### src/rtl/alu_share_arb.sv
// rtl/alu_share_arb.sv - two-requester round-robin front end for a shared combinational ALU
module alu_share_arb #(
  parameter int WIDTH = 16
) (
  input  logic             clk,
  input  logic             rst,
  input  logic             req0_valid,
  input  logic [4:0]       req0_aluOp,
  input  logic [1:0]       req0_last2Bits,
  input  logic [WIDTH-1:0] req0_A,
  input  logic [WIDTH-1:0] req0_B,
  output logic             req0_gnt,
  input  logic             req1_valid,
  input  logic [4:0]       req1_aluOp,
  input  logic [1:0]       req1_last2Bits,
  input  logic [WIDTH-1:0] req1_A,
  input  logic [WIDTH-1:0] req1_B,
  output logic             req1_gnt,
  output logic [4:0]       alu_aluOp,
  output logic [1:0]       alu_last2Bits,
  output logic [WIDTH-1:0] alu_A,
  output logic [WIDTH-1:0] alu_B,
  input  logic [WIDTH-1:0] alu_out,
  input  logic             alu_err,
  output logic             resp_valid,
  output logic             resp_id,
  output logic [WIDTH-1:0] resp_data,
  output logic             resp_err,
  input  logic             resp_ready,
  output logic             busy
);

  typedef enum logic [1:0] {
    IDLE = 2'd0,
    EXEC = 2'd1,
    RESP = 2'd2
  } state_t;

  state_t           state_q, state_d;
  logic             ptr_q;
  logic [4:0]       op_q, op_d;
  logic [1:0]       l2_q, l2_d;
  logic [WIDTH-1:0] a_q, a_d;
  logic [WIDTH-1:0] b_q, b_d;
  logic             id_q;
  logic [WIDTH-1:0] resp_data_q;
  logic             resp_err_q;
  logic             grant_any;
  logic             grant_sel;

  // Arbitration: a lone requester always wins, contention is settled by the pointer
  always_comb begin
    grant_any = (state_q == IDLE) && !rst && (req0_valid || req1_valid);
    grant_sel = (req0_valid && req1_valid) ? ptr_q : req1_valid;
    op_d      = grant_sel ? req1_aluOp     : req0_aluOp;
    l2_d      = grant_sel ? req1_last2Bits : req0_last2Bits;
    a_d       = grant_sel ? req1_A         : req0_A;
    b_d       = grant_sel ? req1_B         : req0_B;
  end

  // State register
  always_ff @(posedge clk or posedge rst) begin
    if (rst) state_q <= IDLE;
    else     state_q <= state_d;
  end

  // Next-state logic: EXEC always lasts exactly one cycle, RESP waits for the consumer
  always_comb begin
    state_d = state_q;
    case (state_q)
      IDLE:    if (grant_any) state_d = EXEC;
      EXEC:    state_d = RESP;
      RESP:    if (resp_ready) state_d = IDLE;
      default: state_d = IDLE;
    endcase
  end

  // FSM outputs; grants are suppressed while reset is held
  always_comb begin
    req0_gnt   = grant_any && !grant_sel;
    req1_gnt   = grant_any && grant_sel;
    busy       = (state_q != IDLE);
    resp_valid = (state_q == RESP);
  end

  // Latch the granted operation and hand priority to the other requester
  always_ff @(posedge clk or posedge rst) begin
    if (rst) begin
      ptr_q <= 1'b0;
      op_q  <= '0;
      l2_q  <= '0;
      a_q   <= '0;
      b_q   <= '0;
      id_q  <= 1'b0;
    end else if (grant_any) begin
      ptr_q <= ~grant_sel;
      op_q  <= op_d;
      l2_q  <= l2_d;
      a_q   <= a_d;
      b_q   <= b_d;
      id_q  <= grant_sel;
    end
  end

  // Capture the ALU result at the end of EXEC; held untouched through RESP
  always_ff @(posedge clk or posedge rst) begin
    if (rst) begin
      resp_data_q <= '0;
      resp_err_q  <= 1'b0;
    end else if (state_q == EXEC) begin
      resp_data_q <= alu_out;
      resp_err_q  <= alu_err;
    end
  end

  assign alu_aluOp     = op_q;
  assign alu_last2Bits = l2_q;
  assign alu_A         = a_q;
  assign alu_B         = b_q;
  assign resp_id       = id_q;
  assign resp_data     = resp_data_q;
  assign resp_err      = resp_err_q;

endmodule

### config.mk
export PLATFORM = sky130hd
export DESIGN_NAME = alu_share_arb
export DESIGN_NICKNAME = d
export VERILOG_FILES = /design/src/rtl/alu_share_arb.sv
export SDC_FILE = /design/constraint.sdc
export NUM_CORES = 1
export LEC_CHECK = 0
export CELL_PAD_IN_SITES_DETAIL_PLACEMENT = 1
export CELL_PAD_IN_SITES_GLOBAL_PLACEMENT = 1
export CORE_ASPECT_RATIO = 0.9
export CORE_UTILIZATION = 31
export CTS_BUF_LIST = sky130_fd_sc_hd__clkbuf_4 sky130_fd_sc_hd__clkbuf_8
export CTS_CLUSTER_DIAMETER = 30
export DETAILED_ROUTE_END_ITERATION = 16
export PLACE_DENSITY = 0.95
export SLEW_MARGIN = 10
export SYNTH_ARGS = -nofsm -noshare
export SYNTH_HDL_FRONTEND = slang
export SYNTH_SLANG_ARGS = --single-unit
### constraint.sdc
create_clock -name clk -period 4.3 [get_ports clk]
set_input_delay 1.29 -clock clk [delete_from_list [all_inputs] [get_ports clk]]
set_output_delay 1.29 -clock clk [all_outputs]
set_load 0.02 [all_outputs]
Yosys cells after proc, flatten, opt, wreduce, memory -nomap -nowiden
Index checks and enable logic that the tools add are counted.
{"block": "totals", "regBits": 60, "out_inout_bits": 61, "inputBits": 100}
{"block": "op_classes", "n_mux": 8, "n_reduce_logical": 11, "eq_ne": 4, "n_bitwise": 1}
{"op": "$mux W16", "count": 2}
{"op": "$mux W2", "count": 3}
{"op": "$pmux W2 S3", "count": 1}
{"op": "$logic_and A1 B1 Y1", "count": 5}
{"op": "$mux W5", "count": 1}
{"op": "$eq A2 B1 Y1 const B", "count": 1}
{"op": "$eq A2 B2 Y1 const B", "count": 1}
{"op": "$logic_not A1 Y1", "count": 2}
{"op": "$logic_not A2 Y1", "count": 1}
{"op": "$ne A2 B1 Y1 const B", "count": 1}
{"op": "$ne A2 B2 Y1 const B", "count": 1}
{"op": "$reduce_and A2 Y1", "count": 1}
{"op": "$reduce_bool A2 Y1", "count": 1}
{"op": "$logic_or A1 B1 Y1", "count": 1}
{"op": "$mux W1", "count": 1}
{"op": "$not A1 Y1", "count": 1}

Depth between registers and ports, before layout
{"block": "logic_depth", "word_depth": 5, "mapped_depth": 6}

Least setup slack after synthesis
No wires, ideal clock.
{"block": "synth_timing", "path_type": "input to output", "start": "input rst", "end": "output req1_gnt", "slack_ps": 771, "arrival_ps": 2239, "required_time_ps": 3010, "n_path_buf": 2, "path_stages": 4, "path_cell_list": "or3_1 > buf_2 > buf_6 > nor3b_2"}
{"block": "synth_between", "elab_chain_len": 4}
{"item": "start, declared", "line_no": "6", "source": "input logic rst,"}
{"item": "$logic_not A1 Y1 (no source line)"}
{"item": "$logic_and A1 B1 Y1 (2 in a row)", "line_no": "53", "source": "grant_any = (state_q == IDLE) && !rst && (req0_valid || req1_valid);"}
{"item": "$logic_and A1 B1 Y1", "line_no": "81", "source": "req1_gnt = grant_any && grant_sel;"}
{"item": "end, declared", "line_no": "18", "source": "output logic req1_gnt,"}
No other way between the ends.

Worst setup path in the final report
{"block": "layout_timing", "start": "input rst", "end": "output req0_gnt"}
{"block": "layout_between", "elab_chain_len": 4}
{"item": "$logic_not A1 Y1 (no source line)"}
{"item": "$logic_and A1 B1 Y1 (2 in a row)", "line_no": "53"}
{"item": "$logic_and A1 B1 Y1", "line_no": "80", "source": "req0_gnt = grant_any && !grant_sel;"}
{"item": "end, declared", "line_no": "12", "source": "output logic req0_gnt,"}
No other way between the ends.

==> run summary <==
status: complete, no violations
Die ar.: 9520 um2
clk root buf: clkbuf_8
clock tree buffer depth: 2
antenna fix cells: 0
Reg-to-Reg Start: state_q[0]
clock skew: 11.2 ps
WHS: 508 ps
synthesis-to-layout area growth: 67.1%
sequential area share after synthesis: 0.531
placement row count: 32
Leakage: 1.92 nW
Antenna Nets Post-Route: 0
R2R setup slack: 2450 ps
PortBufs: 160
Cell Int Power: 1.89 mW
Sink Count: 60
Seq pwr share: 0.330
Avg Inst Size Synth: 11.9 um2
Worst Setup End Kind: primary output
1st-pass router iterations: 4
Detail Placement HPWL: 7300 um
largest family of logic cells by synthesized area: simple AND/OR/NAND/NOR gates
Via Count: 2,594
fmax: 0.239 GHz
crit-path most repeated cell: clkdlybuf4s50_1
crit share post-route: 0.973
Hold Vio Cnt, Final: 0
warnings from Yosys: 0
endpoints failing setup: 0
end of the worst register-to-register path: alu_A[6]
# H-tree levels: 3
global route overflow: 0
die width: 103 um
adder-cell area share of the yosys netlist: 0
GPL Wtd Cong: 0.688
Gate power share: 0.498
drt wl/cell: 19.5 um
hold path start: resp_data[2]
net switching power: 1.12 mW
NumNets Final: 492
synth top area cells: dfrtp_1 53%, nor3_2 11%, a221o_1 9.2%
synthesized flop and latch total: 60
Avg Vias per Cell: 5.03
share of the synthesized area in the top cell type: 0.531
Reg2Reg Depth: 4
maximum fanout along the worst path: 2
simple-gate share of the synthesized area: 0.195
fraction of synthesized area in multiplexers: 0.0676
final critical path time including I/O delays and setup: 4180 ps
Post-Synth XOR/XNOR Area: 0
Post-Syn Nets: 337
Min-Delay Path Class: register to register
largest net degree at the start of global routing: 43
CP peak stage delay: 650 ps
share of layout cells above drive strength 1: 0.232
max_slew headroom: 0.230
first-pass GRT wire length: 15,700 um
Initial Utilization: 0.324
vias in the first global route: 2,942
CTS tree: done
antenna violations before repair: 0
post-CTS resize count: 1
critical path class: input pin to primary output
actual slew at the worst max-slew pin: 1150 ps
Slew Limit Fails: 0
Hold Crit Endpoint: resp_data[2]
RSZ-0062 raised after global routing: false
depth of the worst hold-timing path: 1
Die Ht: 92.6 um
Max IR drop VDD: 0.000282 V
drt first-iter violations: 69
GRT Total Usage: 0.220
crit path DAT: 2890 ps
clk_lat worst skew: 330 ps
area leader, netlist: dfrtp_1
Worst-path clk slew: 80 ps
CTS Hold Bufs: 0
Critical Path RT: 3010 ps
mapped cell area: 2830 um2
compound-cell area share of the yosys netlist: 0.151
Netlist cell types: 20
Post-CTS Setup Repair Bufs: 0
Critical-path top delay cell: clkdlybuf4s50_1
Remaining DRCs: 0
Clock power frac: 0.172
final core utilization: 0.542
switch share: 0.371
max_cap viols: 0
total wire length: 10,000 um
io pins: 161
pwr/cell area: 636 nW/um2
CORE AREA: 8730 um2
Critical Path Source Type: input pin
total CTS buffers: 9
crit-path cells: clkdlybuf4s50_1, buf_4, nor3_2, and3_2, clkdlybuf4s50_1
Post-Syn Instances: 237
## state kept, by name (all words and copies together) (netlist names)
register and cells:
alu_B 16, resp_id 1, alu_last2Bits 2, alu_A 16, resp_data 16, resp_err 1, state_q 2, alu_aluOp 5
ptr_q 1
## how the worst max path moves through the flow
stage          start       end
2_1_floorplan    rst  req1_gnt
3_3_place_gp     rst  req1_gnt
3_5_place_dp     rst  req1_gnt
4_1_cts          rst  req0_gnt
5_1_grt          rst  req0_gnt
6_report         rst  req0_gnt
## metal layers
layer  GRT usage  wire [um]
met1       0.243       3970
met2       0.409       5320
met3      0.0611        665
met4      0.0548         83
met5           0          0
## worst max-delay path: cells and delay by family
family,cells,cell delay [ps]
buf+inv,3,1220
simple gates,2,370
## cells in the mapped netlist
master and instances:
dfrtp_1 60, mux2_2 17, a221o_1 26, nor3b_2 1, or2_2 1, buf_2 14
a221o_2 13, o21ai_0 1, clkbuf_1 7, nand2_1 40, a21oi_1 2, nand2b_1 2
nor3_1 10, buf_6 4, nor2b_1 1, or3_1 1, inv_1 5, nor3_2 30
and3_1 1, o21ai_1 1
## layout make-up
| cell class | count | area [um2] |
|---|---|---|
| inverter | 5 | 18.8 |
| multi-input combinational | 147 | 1190 |
| timing repair buffer | 169 | 1670 |
| tap | 119 | 149 |
| sequential | 60 | 1500 |
| fill | 968 | 4000 |
| clock inverter | 6 | 63.8 |
| clock buffer | 10 | 138 |
## power groups by stage
stage	combinational, mW	sequential, mW	clock, mW
after CTS	1.52	0.997	0.536
final	1.50	0.992	0.518
after floorplan	0.450	1.29	0
after global routing	1.58	1.03	0.561
after global placement	1.47	0.975	0
after detailed placement	1.51	1.00	0
## cell families after synthesis
| group | after synthesis |
|---|---|
| muxes | 17 |
| AOI/OAI and AO/OA | 43 |
| and+or+nand+nor | 87 |
| buffers and inverters | 30 |
| DFF | 60 |
## stage by stage
stage          TNS, ps  instances  power [mW]  cell area (um2)  setup WS (ps)
3_3_place_gp     -14.7        500        2.45             4530          -14.7
2_1_floorplan        0        237        1.74             2830            771
3_5_place_dp     -33.7        500        2.52             4530          -33.7
4_1_cts              0        516        3.05             4730            116
6_report             0        516        3.01             4730            118
5_1_grt              0        516        3.17             4730           76.1
## layout by cell type (no fill, tap or decap), types with 2 or more instances in the layout
cell type and count:
inv_1 4, mux2_2 17, a221o_1 26, clkdlybuf4s50_1 159, a221o_2 13, dfrtp_1 60
nor3_1 10, clkinvlp_4 2, buf_4 9, a21oi_1 2, clkinv_2 2, nand2_1 40
nor3_2 30, nand2b_1 2, clkbuf_8 10
Power figures use the tool's default switching activity.
